### src/rtl/muxn_arb_pkg.sv
// muxn_arb_pkg: shared constants and helpers for the muxn_arb arbiter family.
// Contents: arbitration mode encodings and the round-robin pointer advance rule.
// Imported by muxn_arb and rr_pick.
package muxn_arb_pkg;

  // Arbitration modes selectable through the MODE parameter.
  localparam int MODE_FIXED = 0;  // lowest requesting index wins
  localparam int MODE_RR    = 1;  // rotating start, pointer follows last grant
  localparam int MODE_SEL   = 2;  // external sel input picks the channel

  // Index that follows idx in a ring of n channels (n need not be a power of 2).
  function automatic int rr_next(input int idx, input int n);
    return (idx >= n - 1) ? 0 : idx + 1;
  endfunction

endpackage

### src/rtl/rr_pick.sv
// rr_pick: rotating-start priority search over N request lines.
// Ports: req[N] requests, start[SELW] first index to examine;
//        gnt_idx[SELW] chosen index, gnt_vld set when any req is high.
// Purely combinational; a start of zero degenerates to fixed priority.
module rr_pick
  import muxn_arb_pkg::*;
#(
  parameter int N    = 4,
  parameter int SELW = 2
) (
  input  logic [N-1:0]    req,
  input  logic [SELW-1:0] start,
  output logic [SELW-1:0] gnt_idx,
  output logic            gnt_vld
);

  always_comb begin
    int base;
    int idx;
    gnt_idx = '0;
    gnt_vld = 1'b0;
    idx     = 0;
    // An out-of-range start cannot come from the pointer, but fall back to 0.
    base    = (int'(start) < N) ? int'(start) : 0;
    // Walk from the farthest position toward start so the nearest requester
    // is the last one written and therefore wins.
    for (int k = N - 1; k >= 0; k--) begin
      idx = base + k;
      if (idx >= N) begin
        idx = idx - N;
      end
      if (req[idx]) begin
        gnt_idx = SELW'(idx);
        gnt_vld = 1'b1;
      end
    end
  end

endmodule

### src/rtl/muxn_arb.sv
// muxn_arb: N-channel registered multiplexer with valid/ready on each input
// and on the output; picks a source by fixed priority, round-robin or sel.
// Ports: clk, rst_n (async active-low); in_data[N*WIDTH], in_valid[N],
//        in_ready[N]; sel[SELW] (MODE 2 only); out_data[WIDTH], out_valid,
//        out_ready, out_src[SELW] (channel that produced out_data).
module muxn_arb
  import muxn_arb_pkg::*;
#(
  parameter int WIDTH = 32,
  parameter int N     = 4,
  parameter int SELW  = 2,
  parameter int MODE  = 1
) (
  input  logic               clk,
  input  logic               rst_n,
  input  logic [N*WIDTH-1:0] in_data,
  input  logic [N-1:0]       in_valid,
  output logic [N-1:0]       in_ready,
  input  logic [SELW-1:0]    sel,
  output logic [WIDTH-1:0]   out_data,
  output logic               out_valid,
  input  logic               out_ready,
  output logic [SELW-1:0]    out_src
);

  logic [SELW-1:0]  rr_ptr;
  logic [SELW-1:0]  pick_start;
  logic [SELW-1:0]  pick_idx;
  logic             pick_vld;
  logic             sel_vld;
  logic [SELW-1:0]  grant;
  logic             grant_valid;
  logic             load;
  logic             xfer;
  logic [WIDTH-1:0] grant_data;

  // Fixed priority is the rotating search pinned to start 0.
  assign pick_start = (MODE == MODE_RR) ? rr_ptr : '0;

  rr_pick #(
    .N    (N),
    .SELW (SELW)
  ) u_pick (
    .req     (in_valid),
    .start   (pick_start),
    .gnt_idx (pick_idx),
    .gnt_vld (pick_vld)
  );

  // Explicit select: only indices below N can match, so sel >= N never grants.
  always_comb begin
    sel_vld = 1'b0;
    for (int i = 0; i < N; i++) begin
      if ((sel == SELW'(i)) && in_valid[i]) begin
        sel_vld = 1'b1;
      end
    end
  end

  always_comb begin
    if (MODE == MODE_SEL) begin
      grant       = sel;
      grant_valid = sel_vld;
    end else begin
      grant       = pick_idx;
      grant_valid = pick_vld;
    end
  end

  // Output register can take a word when empty or being drained this cycle.
  assign load = ~out_valid | out_ready;
  assign xfer = load & grant_valid;

  always_comb begin
    grant_data = '0;
    for (int i = 0; i < N; i++) begin
      if (grant == SELW'(i)) begin
        grant_data = in_data[i*WIDTH +: WIDTH];
      end
    end
  end

  // One-hot (or zero) accept; out_ready reaches in_ready combinationally.
  always_comb begin
    in_ready = '0;
    for (int i = 0; i < N; i++) begin
      in_ready[i] = xfer & (grant == SELW'(i));
    end
  end

  always_ff @(posedge clk or negedge rst_n) begin
    if (!rst_n) begin
      out_valid <= 1'b0;
      out_data  <= '0;
      out_src   <= '0;
    end else if (load) begin
      if (grant_valid) begin
        out_valid <= 1'b1;
        out_data  <= grant_data;
        out_src   <= grant;
      end else begin
        // Drained with nothing to replace it; data and source keep last word.
        out_valid <= 1'b0;
      end
    end
  end

  // Pointer moves just past the winner so it gets lowest priority next time.
  always_ff @(posedge clk or negedge rst_n) begin
    if (!rst_n) begin
      rr_ptr <= '0;
    end else if ((MODE == MODE_RR) && xfer) begin
      rr_ptr <= SELW'(rr_next(int'(grant), N));
    end
  end

endmodule

### config.mk
export PLATFORM = sky130hd
export DESIGN_NAME = muxn_arb
export DESIGN_NICKNAME = d
export VERILOG_FILES = /design/src/rtl/muxn_arb_pkg.sv /design/src/rtl/rr_pick.sv /design/src/rtl/muxn_arb.sv
export SDC_FILE = /design/constraint.sdc
export NUM_CORES = 1
export LEC_CHECK = 0
export CAP_MARGIN = 15
export CORE_MARGIN = 4
export CORE_UTILIZATION = 35
export CTS_BUF_LIST = sky130_fd_sc_hd__clkbuf_16
export DETAILED_ROUTE_END_ITERATION = 16
export PLACE_DENSITY = 0.84
export SYNTH_ARGS = -nofsm -noshare
export SYNTH_HDL_FRONTEND = slang
export SYNTH_SLANG_ARGS = --single-unit
export TNS_END_PERCENT = 20
### constraint.sdc
create_clock -name clk -period 4.6 [get_ports clk]
set_input_delay 0.92 -clock clk [delete_from_list [all_inputs] [get_ports clk]]
set_output_delay 0.92 -clock clk [all_outputs]
set_load 0.02 [all_outputs]
# Word-level counts from Yosys, hierarchy flattened
# Index checks and enable logic that the tools add are counted.
# word_totals
reg_bits	37
elab_cells	63
in_bits	137
out_inout_bits	39
# op_classes
n_eq_ne	3
mux	30
bitwise_logic	7
reduce_logical	2
order_cmp	9
add_sub_neg	8
# op_table
cell	n
2-to-1 mux 32 bit	8
less-than comparator 32 x 4 -> 1 bit, second input constant	4
greater-or-equal comparator 32 x 4 -> 1 bit, second input constant	3
subtractor 32 x 4 -> 32 bit, second input constant	3
2-to-1 mux 1 bit	13
2-to-1 mux 2 bit	5
binary-select mux 1 bit (select 2 bit)	4
adder 2 x 2 -> 3 bit, second input constant	2
bitwise AND 1 bit	5
== test 2 bit, second input constant	2
subtractor 2 x 3 -> 4 bit, second input constant	1
adder 2 x 1 -> 3 bit, second input constant	1
greater-or-equal comparator 2 x 3 -> 1 bit, second input constant	1
adder 2 x 1 -> 2 bit, second input constant	1
== test 2 x 1 -> 1 bit, second input constant	1
greater-or-equal comparator 2 bit, second input constant	1
zero test 2 bit	1
AND reduction 2 bit	1
NOT 1 bit	1
bitwise OR 1 bit	1

# Logic depth before layout (Yosys ltp)
# logic_depth
ltp_word	15
ltp_mapped	11
depth_no_buf	9

# Modules after synthesis
# From an unflattened synthesis, not the netlist that was laid out.
# unflattened
cells_unflattened	329
hier_area_um2	2805.2
# modules_own_cells
mod	instances	seq_area_each_um2	area_per_inst_um2	cells_per_inst
muxn_arb	1	925.9	2727.6	316
rr_pick	1	0.0	77.6	13

# Worst setup path after synthesis
# No wires, ideal clock.
# synth_timing
kind	input port to output port
start	in in_valid[0]
end	out in_ready[3]
slack_ns	1.308
arrival_ns	2.372
required_ns	3.680
cell_stages	8
path_cell_list	nor2b_1 nor3b_1 o22ai_1 inv_1 ha_1 clkbuf_1 buf_4 and2_1
# synth_via
elab_chain_len	9
# synth_rtl
element	line	text
start, declared	muxn_arb.sv:17	input logic [N-1:0] in_valid,
binary-select mux 1 bit (select 2 bit)	rr_pick.sv:32	if (req[idx]) begin
2-to-1 mux 1 bit (not written as such) (2 in series)	rr_pick.sv:32	
2-to-1 mux 2 bit (3 in series)	rr_pick.sv:32	
2-to-1 mux 2 bit *	rr_pick.sv:32	
named net grant[0]	muxn_arb.sv:31	logic [SELW-1:0] grant;
== test 2 bit *	muxn_arb.sv:87	in_ready[i] = xfer & (grant == SELW'(i));
bitwise AND 1 bit *	muxn_arb.sv:87	
end, declared	muxn_arb.sv:18	output logic [N-1:0] in_ready,
# The timed path passes the listed nets; every way through them passes the cells marked *. The select of a mux whose other input is x is not followed.

# Worst setup path after layout
# layout_timing
start	in in_valid[2]
end	out in_ready[1]
# layout_via
elab_chain_len	9
# layout_rtl
element	line
binary-select mux 1 bit (select 2 bit)	rr_pick.sv:32
2-to-1 mux 1 bit (not written as such) (2 in series)	rr_pick.sv:32
2-to-1 mux 2 bit (3 in series)	rr_pick.sv:32
2-to-1 mux 2 bit *	rr_pick.sv:32
named net grant[0]	muxn_arb.sv:31
== test 2 x 1 -> 1 bit *	muxn_arb.sv:87
bitwise AND 1 bit *	muxn_arb.sv:87
# Marks and branches as above.

==> run_results.csv <==
group,metric,value,unit
synth,synth-compound-area-share,41.5,%
pwr,internal_power,1.45,mW
detailed_routing,wl_per_cell,15.8,µm
layout,nFillCells,659,
timing,period_needed,4.09,ns
clocking,cts_buffers,5,
timing,grt_setup_unrepaired,"false",
clocking,cts_root_buf,"clkbuf_16",
clocking,clk_latency,0.27,ns
synth,synth_nets,437,
timing,final_hold_viol_count,0,
setup_path,rr_worst_depth,11,
grt,grt_use_met2,34.2,%
timing,finClkSkew,0.00394,ns
setup_path,crit_required,3.68,ns
setup_path,r2r_slack,1.69,ns
setup_path,cp_max_fo,5,
setup_path,critPathLaunch,"in_valid[2]",
clocking,cts_tree,"built",
grt,grt_pass1_vias,2859,
grt,overflow,0,
die,rows,32,
die,ioPinCount,176,
synth,synth_xor_area_share,0,%
setup_path,r2r_start,"pick_start[0]",
pwr,p_sw_share,41.5,%
setup_path,end_kind,"output pin",
place,portBuffers,173,
die,start_util,35.7,%
die,dieArea,0.00933,mm²
timing,min_period_over_period,89.0,%
synth,yosysWarnings,0,
detailed_routing,drc,0,
pwr,pwr-share-seq,23.0,%
synth,synth-simple-area-share,9.43,%
detailed_routing,routed_wl,8.77,mm
grt,grt_max_degree,65,
grt,grt_use_met1,20.4,%
synth,synthMuxAreaShare,0.547,%
grt,busiest_layer,"met2",
synth,avgSynthCellArea,9.28,µm²
status,outcome,"finished clean",
layout,layout.nets,593,
grt,antenna_found_initial,0,
detailed_routing,vias,2825,
place,place_inst,547,
detailed_routing,first_pass_iters,4,
setup_path,critical_path_class,"input port to output pin",
pwr,peakVddDrop,265,µV
place,placed_area,0.00444,mm²
place,dp_hpwl,6.61,mm
clocking,cts_resized,0,
timing,final.setup.tns,0,ns
synth,synth_edf_count,0,
timing,drv_slew,0,
place,gp_congestion,0.758,
clocking,ctsHoldBuffers,0,
detailed_routing,ant_nets,0,
die,coreArea,0.00769,mm²
grt,grt_usage,18.3,%
layout,fin_cells,554,
clocking,htree_levels,2,
setup_path,r2r-end,"out_data[11]",
worst_hold_path,hold_path.class,"register to register",
flow_run,cap_violations,0,
pwr,p_per_area,544,mW/mm²
synth,seq_area_frac_synth,33.7,%
clocking,clock_sinks,37,
pwr,combinationalPowerShare,64.5,%
die,die_w,96.6,µm
layout,final_area,0.00458,mm²
setup_path,start_kind,"input port",
synth,syn_inst,296,
synth,ys_seq_elements,37,
grt,met3_usage,4.57,%
synth,synth_top_family_by_area,"compound AO/OA/AOI/OAI gates",
grt,grt_pass1_wl,13.4,mm
layout,diodes,0,
timing,whs,0.490,ns
timing,setup_viol,0,
detailed_routing,via_per_inst,5.10,
setup_path,cp-endpoint,"in_ready[1]",
place,place_ws,0.493,ns
pwr,leakage,1.87,nW
pwr,pwr-share-clk,12.5,%
layout,area_growth,66.6,%
layout,mostFrequentLayoutCell,"clkdlybuf4s50_1",
synth,synth.distinct_cells,29,
synth,synthArstFlopShare,100,%
die,die_y,96.6,µm
layout,layout_common_cells,"clkdlybuf4s50_1 (172), a21oi_2 (50), dfrtp_1 (37)",
clocking,postCtsSetupRepairBufs,0,
clocking,cts.path.max_buffers,2,
timing,timing.fmax,244,MHz
setup_path,worstPathArrival,3.17,ns
synth,ys.flop_type,"dfrtp_1",
timing,setup_slack,0.507,ns
synth,mappedNetlistArea,0.00275,mm²
layout,drive_gt1_share,16.2,%
synth,synthAdderAreaFrac,1.82,%
pwr,switchingPower,1.03,mW
timing,worstMarginPinSlew,1.02,ns
timing,slew_headroom,31.9,%
clocking,clkTransAtPathRegs,0.05,ns
detailed_routing,drt_iter0_drc,105,
flip-flops by register name, indices dropped and copies added (netlist names):
| signal | count |
|---|---|
| out_src | 2 |
| pick_start | 2 |
| out_data | 32 |
| out_valid | 1 |
cell usage after synthesis (2+ instances only):
cell | instances | area [µm²]
a211o_1 | 31 | 272
a21oi_1 | 15 | 75.1
a21oi_2 | 50 | 438
a221oi_1 | 27 | 236
a221oi_2 | 5 | 75.1
and2_1 | 4 | 25.0
buf_12 | 2 | 40.0
buf_2 | 7 | 35.0
buf_4 | 3 | 22.5
buf_6 | 7 | 78.8
clkbuf_1 | 9 | 33.8
dfrtp_1 | 37 | 926
ha_1 | 4 | 50.1
inv_1 | 35 | 131
nand2_1 | 9 | 33.8
nor2_1 | 34 | 128
nor2b_1 | 4 | 25.0
o21ai_1 | 2 | 10.0
through the flow:
stage | utilization (%) | power (mW)
floorplan | - | 1.62
global route | 59.5 | 2.67
detailed placement | 57.8 | 2.20
finish | 59.5 | 2.49
global placement | 57.8 | 2.16
CTS | 59.5 | 2.52
power groups by stage:
stage                     Clock, mW  Sequential, mW  Combinational [mW]
after detailed placement          0           0.578                1.62
after floorplan                   0           0.760               0.856
final                         0.311           0.573                1.60
after CTS                     0.322           0.574                1.62
after global routing          0.337           0.596                1.73
after global placement            0           0.569                1.59
worst min-delay path by stage:
stage                    endpoint  slack [ns]  cells after the start           from
floorplan           pick_start[1]        0.50                      2  pick_start[1]
global placement       out_src[1]        0.47                      2     out_src[1]
detailed placement     out_src[0]        0.48                      2     out_src[0]
CTS                    out_src[0]        0.49                      2     out_src[0]
global route           out_src[0]        0.51                      2     out_src[0]
finish                 out_src[0]        0.49                      2     out_src[0]
logic make-up after synthesis:
group,Yosys count
compound gates,135
fa+ha+maj,4
buf+inv,64
flops,37
mux,1
simple gates,55
worst max-delay path: stages:
cell and delay, ns:
clkdlybuf4s50_1 0.53, nor2b_1 0.21, nor3b_1 0.08, o22ai_1 0.39
inv_1 0.14, ha_1 0.23, and2_1 0.13, clkdlybuf4s50_1 0.54
per-layer routing:
layer	vias to the layer above	wire (µm)	share of wire, %
met5	-	0	0
met4	0	85	0.97
met3	10	635	7.2
met2	97	4710	54
met1	1340	3340	38
li1	1378	-	-
cell type report:
class	count	area (µm²)	area share (%)
Sequential cell	37	926	20.2
Multi-Input combinational cell	195	1480	32.4
Timing Repair Buffer	178	1780	38.8
Clock inverter	2	7.51	0.164
Inverter	35	131	2.87
Tap cell	102	128	2.79
Clock buffer	5	125	2.73
(Power assumes the default switching activity.)
